--- config.mk ---
export PLATFORM = sky130hd
export DESIGN_NAME = regfile_dump_reader
export DESIGN_NICKNAME = d
export VERILOG_FILES = /design/src/rtl/regfile_dump_reader.sv
export SDC_FILE = /design/constraint.sdc
export NUM_CORES = 1
export LEC_CHECK = 0
export ABC_AREA = 1
export CORE_ASPECT_RATIO = 0.6
export CORE_MARGIN = 8
export CORE_UTILIZATION = 50
export DETAILED_ROUTE_END_ITERATION = 10
export GPL_ROUTABILITY_DRIVEN = 0
export PLACE_DENSITY = 0.79
export SKIP_LAST_GASP = 1
export SYNTH_ARGS = -nofsm -noshare
export SYNTH_HDL_FRONTEND = slang
export SYNTH_SLANG_ARGS = --single-unit
--- constraint.sdc ---
create_clock -name clk -period 2.2 [get_ports clk]
set_input_delay 0.22 -clock clk [delete_from_list [all_inputs] [get_ports clk]]
set_output_delay 0.22 -clock clk [all_outputs]
set_load 0.01 [all_outputs]
--- src/rtl/regfile_dump_reader.sv ---
// regfile_dump_reader
// Debug-side reader that walks every register of the CPU register file
// through its combinational read port. Each word is serialized least
// significant byte first onto a valid/ready byte stream that feeds the debug
// UART transmitter.
//
// Flow per dump: IDLE -> (LOAD -> SEND x NBYTES) x NREGS -> DONE -> IDLE.
// All outputs come straight from flops. Their next values are derived from
// the next-state values, so they line up exactly with the state they describe.

module regfile_dump_reader #(
    parameter int DATA_WIDTH = 32,
    parameter int ADDR_WIDTH = 5,
    parameter int NREGS      = 32
) (
    input  logic                  clk,
    input  logic                  i_rst,
    input  logic                  i_start,
    output logic [ADDR_WIDTH-1:0] o_raddr,
    input  logic [DATA_WIDTH-1:0] i_rdata,
    output logic [7:0]            o_tx_data,
    output logic                  o_tx_valid,
    input  logic                  i_tx_ready,
    output logic                  o_busy,
    output logic                  o_done
);

    // Bytes per register word, and the width of the byte counter.
    // The counter is kept at least one bit wide for 8-bit registers.
    localparam int NBYTES = DATA_WIDTH / 8;
    localparam int CNT_W  = (NBYTES > 1) ? $clog2(NBYTES) : 1;

    localparam logic [CNT_W-1:0]      LAST_BYTE = CNT_W'(NBYTES - 1);
    localparam logic [ADDR_WIDTH-1:0] LAST_ADDR = ADDR_WIDTH'(NREGS - 1);
    localparam logic [CNT_W-1:0]      CNT_ONE   = CNT_W'(1);
    localparam logic [ADDR_WIDTH-1:0] ADDR_ONE  = ADDR_WIDTH'(1);

    // FSM encoding.
    localparam logic [1:0] ST_IDLE = 2'd0;
    localparam logic [1:0] ST_LOAD = 2'd1;
    localparam logic [1:0] ST_SEND = 2'd2;
    localparam logic [1:0] ST_DONE = 2'd3;

    logic [1:0]            state_q,    state_d;
    logic [ADDR_WIDTH-1:0] raddr_q,    raddr_d;
    logic [CNT_W-1:0]      cnt_q,      cnt_d;
    logic [DATA_WIDTH-1:0] shift_q,    shift_d;
    logic [7:0]            tx_data_q,  tx_data_d;
    logic                  tx_valid_q, tx_valid_d;
    logic                  busy_q,     busy_d;
    logic                  done_q,     done_d;

    logic                  handshake_s;
    logic                  last_byte_s;
    logic                  last_reg_s;

    // A byte leaves only when it is actually offered and the transmitter
    // takes it. tx_valid_q is high exactly while in SEND.
    assign handshake_s = tx_valid_q && i_tx_ready;
    assign last_byte_s = (cnt_q == LAST_BYTE);
    assign last_reg_s  = (raddr_q == LAST_ADDR);

    // Next-state logic: sequencing of registers and bytes within a register.
    always_comb begin
        state_d = state_q;
        raddr_d = raddr_q;
        cnt_d   = cnt_q;
        shift_d = shift_q;
        case (state_q)
            ST_IDLE: begin
                if (i_start) begin
                    state_d = ST_LOAD;
                    raddr_d = '0;
                end else begin
                    state_d = ST_IDLE;
                end
            end
            ST_LOAD: begin
                // The read address has been stable since the previous edge, so
                // the regfile's combinational data is settled here.
                shift_d = i_rdata;
                cnt_d   = '0;
                state_d = ST_SEND;
            end
            ST_SEND: begin
                if (handshake_s) begin
                    shift_d = shift_q >> 8;
                    cnt_d   = cnt_q + CNT_ONE;
                    if (last_byte_s) begin
                        if (last_reg_s) begin
                            state_d = ST_DONE;
                        end else begin
                            // Only address change in a dump: the LOAD entry edge.
                            raddr_d = raddr_q + ADDR_ONE;
                            state_d = ST_LOAD;
                        end
                    end else begin
                        state_d = ST_SEND;
                    end
                end else begin
                    // Stall: everything visible to the transmitter holds.
                    state_d = ST_SEND;
                end
            end
            ST_DONE: begin
                state_d = ST_IDLE;
                raddr_d = '0;
            end
            default: begin
                state_d = ST_IDLE;
                raddr_d = '0;
                cnt_d   = '0;
                shift_d = '0;
            end
        endcase
    end

    // Output decode from the next state so the outputs can be registered
    // without adding a cycle of latency.
    always_comb begin
        tx_valid_d = (state_d == ST_SEND);
        busy_d     = (state_d != ST_IDLE);
        done_d     = (state_d == ST_DONE);
        if (state_d == ST_SEND) begin
            tx_data_d = shift_d[7:0];
        end else begin
            // The data bus is quiet whenever no byte is offered.
            tx_data_d = 8'h00;
        end
    end

    // State and output registers. Reset clears them at once, even mid-dump.
    always_ff @(posedge clk or posedge i_rst) begin
        if (i_rst) begin
            state_q    <= ST_IDLE;
            raddr_q    <= '0;
            cnt_q      <= '0;
            shift_q    <= '0;
            tx_data_q  <= 8'h00;
            tx_valid_q <= 1'b0;
            busy_q     <= 1'b0;
            done_q     <= 1'b0;
        end else begin
            state_q    <= state_d;
            raddr_q    <= raddr_d;
            cnt_q      <= cnt_d;
            shift_q    <= shift_d;
            tx_data_q  <= tx_data_d;
            tx_valid_q <= tx_valid_d;
            busy_q     <= busy_d;
            done_q     <= done_d;
        end
    end

    assign o_raddr    = raddr_q;
    assign o_tx_data  = tx_data_q;
    assign o_tx_valid = tx_valid_q;
    assign o_busy     = busy_q;
    assign o_done     = done_q;

endmodule

==> reports/results.ini <==
[sta]
setup_viol = 0
fmax_ghz = 0.545
rsz0062_at_grt = false
fin_ws_ns = 0.364
setup_tns_ns = 0
hold_ws_ns = 0.265
slew_viol_final = 0
skew_ns = 0.00591
relSlewSlack_pct = 76.0
tightestPinTransition_ns = 0.360
finalHoldViolCount = 0
finalCriticalPeriod_ns = 1.84
min_period_over_period_pct = 83.5

[worst_setup_path]
reg2reg_depth = 7
cp_max_fo = 18
regToRegStartpoint = state_q[1]$_DFF_PP0_
end_kind = flip-flop
reg2reg_to = shift_q[13]$_DFFE_PP0P_
crit_required_ns = 2.43
startpoint = state_q[1]$_DFF_PP0_
cp.arrival_ns = 2.06
startpoint_type = flip-flop
r2r_slack_ns = 0.36
path_class = flip-flop to flip-flop
crit_path_end = shift_q[13]$_DFFE_PP0P_

[cts]
clock_latency_ns = 0.30
root_buffer = clkbuf_8
cts.path.max_buffers = 2
cts_htree_levels = 2
cts-resized-gates = 0
cts_tree = done
cts_made_buffers = 5
cts.sinks = 52
postCtsSetupRepairBufs = 0
holdBufCountCts = 0
path_clk_slew_ns = 0.09

[floorplan]
placementRows = 19
core_area_um2 = 4610
start_util_pct = 52.1
die_w_um = 106
ios = 52
die_h_um = 69.7
dieArea_um2 = 7360

[routing]
drt_iter0_markers = 130
wl_um = 5210
top_layer = met4
drt_pass1_iterations = 4
post_drt_wl_per_cell_um = 12.9
wl_met2_um = 2270
wl_met3_um = 316
drc = 0
ant_nets = 0
drt-met1-wl_um = 2570
vias = 1976
viasPerCell = 4.92

[layout]
mostFrequentLayoutCells = nand2_1 (71), dfrtp_1 (52), clkdlybuf4s50_1 (51)
syn_to_final_growth_pct = 27.4
diodes = 0
final_common_cell = nand2_1
num-nets-final = 380
drive_gt1_share_pct = 7.67
fin_area_um2 = 3060

[synthesis]
syn_area_um2 = 2400
postSynthAreaPerCell_um2 = 8.41
ys_types = 20
syn_inst = 286
seq_area_frac_synth_pct = 54.1
syn_nets = 328
yosys_warnings = 0
ys_ff_latch = 52

[grt]
grt_pass1_vias = 1927
grt_pass1_wl_um = 8990
grt_max_degree = 53
grt.overflow.total = 0
grt_usage_pct = 14.8
antenna_found_initial = 0

[power]
ir_worst_vdd_mv = 0.551
power.density_nw_per_um2 = 1310
leakage_nw = 1.47

[placement]
portBuffers = 51
place_ws_ns = 0.366
hpwlAfterDp_um = 3820
placed_area_um2 = 2970

[run]
maxCapViolations = 0

[hold_path]
hold_path.class = input port to asynchronous set/reset pin

[run_status]
outcome = finished, final reports clean

[metal layers]
layer	GRT usage, %	vias up
li1	-	1017
met1	20.1	904
met2	21.5	48
met3	5.19	7
met4	4.34	0
met5	0	-
[synth_stat cells]
library cell / count / share of area [%]
inv_1: 28 / 4.4
o21ai_0: 12 / 2.5
a31oi_1: 16 / 4.2
nand2_1: 71 / 11
a21oi_1: 5 / 1.0
ha_1: 6 / 3.1
or2_2: 2 / 0.52
inv_2: 2 / 0.31
nand3_2: 1 / 0.42
buf_6: 4 / 1.9
nand2_2: 5 / 1.3
nand3_1: 33 / 6.9
o21a_1: 1 / 0.31
clkbuf_1: 2 / 0.31
dfrtp_1: 52 / 54
buf_4: 1 / 0.31
nor2_1: 38 / 5.9
buf_2: 5 / 1.0
nand4_1: 1 / 0.26
buf_1: 1 / 0.16
[worst max-delay path, stage by stage, from the launching register on]
cell,delay (ns)
dfrtp_1,0.39
inv_1,0.08
ha_1,0.39
nand3_2,0.14
nand2_2,0.28
buf_4,0.28
nor2_1,0.06
a31oi_1,0.14
[state kept, by name, summed over array words and instances (netlist names)]
register,count
o_busy,1
o_done,1
o_raddr,5
cnt_q,2
o_tx_valid,1
state_q,2
shift_q,32
o_tx_data,8
[power breakdown]
group | leakage (nW) | internal (mW) | switching (mW)
registers | 0.676 | 1.36 | 0.190
logic | 0.748 | 0.717 | 1.17
clock network | 0.0510 | 0.252 | 0.309
total | 1.47 | 2.33 | 1.67
[cell type report]
cell class	count	area (µm²)
fill	389	1550
sequential	52	1300
multi-input combinational	191	902
timing repair buffer	58	576
inverter	30	113
clock buffer	6	82.6
tap	63	78.8
clock inverter	2	10.0
[stage by stage]
step	instances	total power [mW]	utilization (%)
finish	402	4.00	66.4
global route	402	4.35	66.4
CTS	402	4.03	66.4
detailed placement	394	3.48	64.4
global placement	394	3.41	64.4
floorplan	286	3.03	-
[cell families after synthesis]
family,synth area share (%)
adder cells (fa/ha/maj),3.12
buffers and inverters,8.38
flip-flops,54.1
AND/OR/NAND/NOR,26.4
AO/OA/AOI/OAI,8.01
[worst min path at each step]
stage | from | to | slack, ns | depth (start not counted)
5_1_grt | i_rst | o_tx_data[4]$_DFF_PP0_ | 0.32 | 3
3_3_place_gp | shift_q[29]$_DFFE_PP0P_ | shift_q[29]$_DFFE_PP0P_ | 0.46 | 2
4_1_cts | i_rst | o_raddr[0]$_DFFE_PP0P_ | 0.29 | 3
6_report | i_rst | o_tx_data[4]$_DFF_PP0_ | 0.27 | 3
3_5_place_dp | shift_q[29]$_DFFE_PP0P_ | shift_q[29]$_DFFE_PP0P_ | 0.47 | 2
2_1_floorplan | i_rdata[26] | shift_q[26]$_DFFE_PP0P_ | 0.36 | 2
Power figures use the tool's default switching activity.
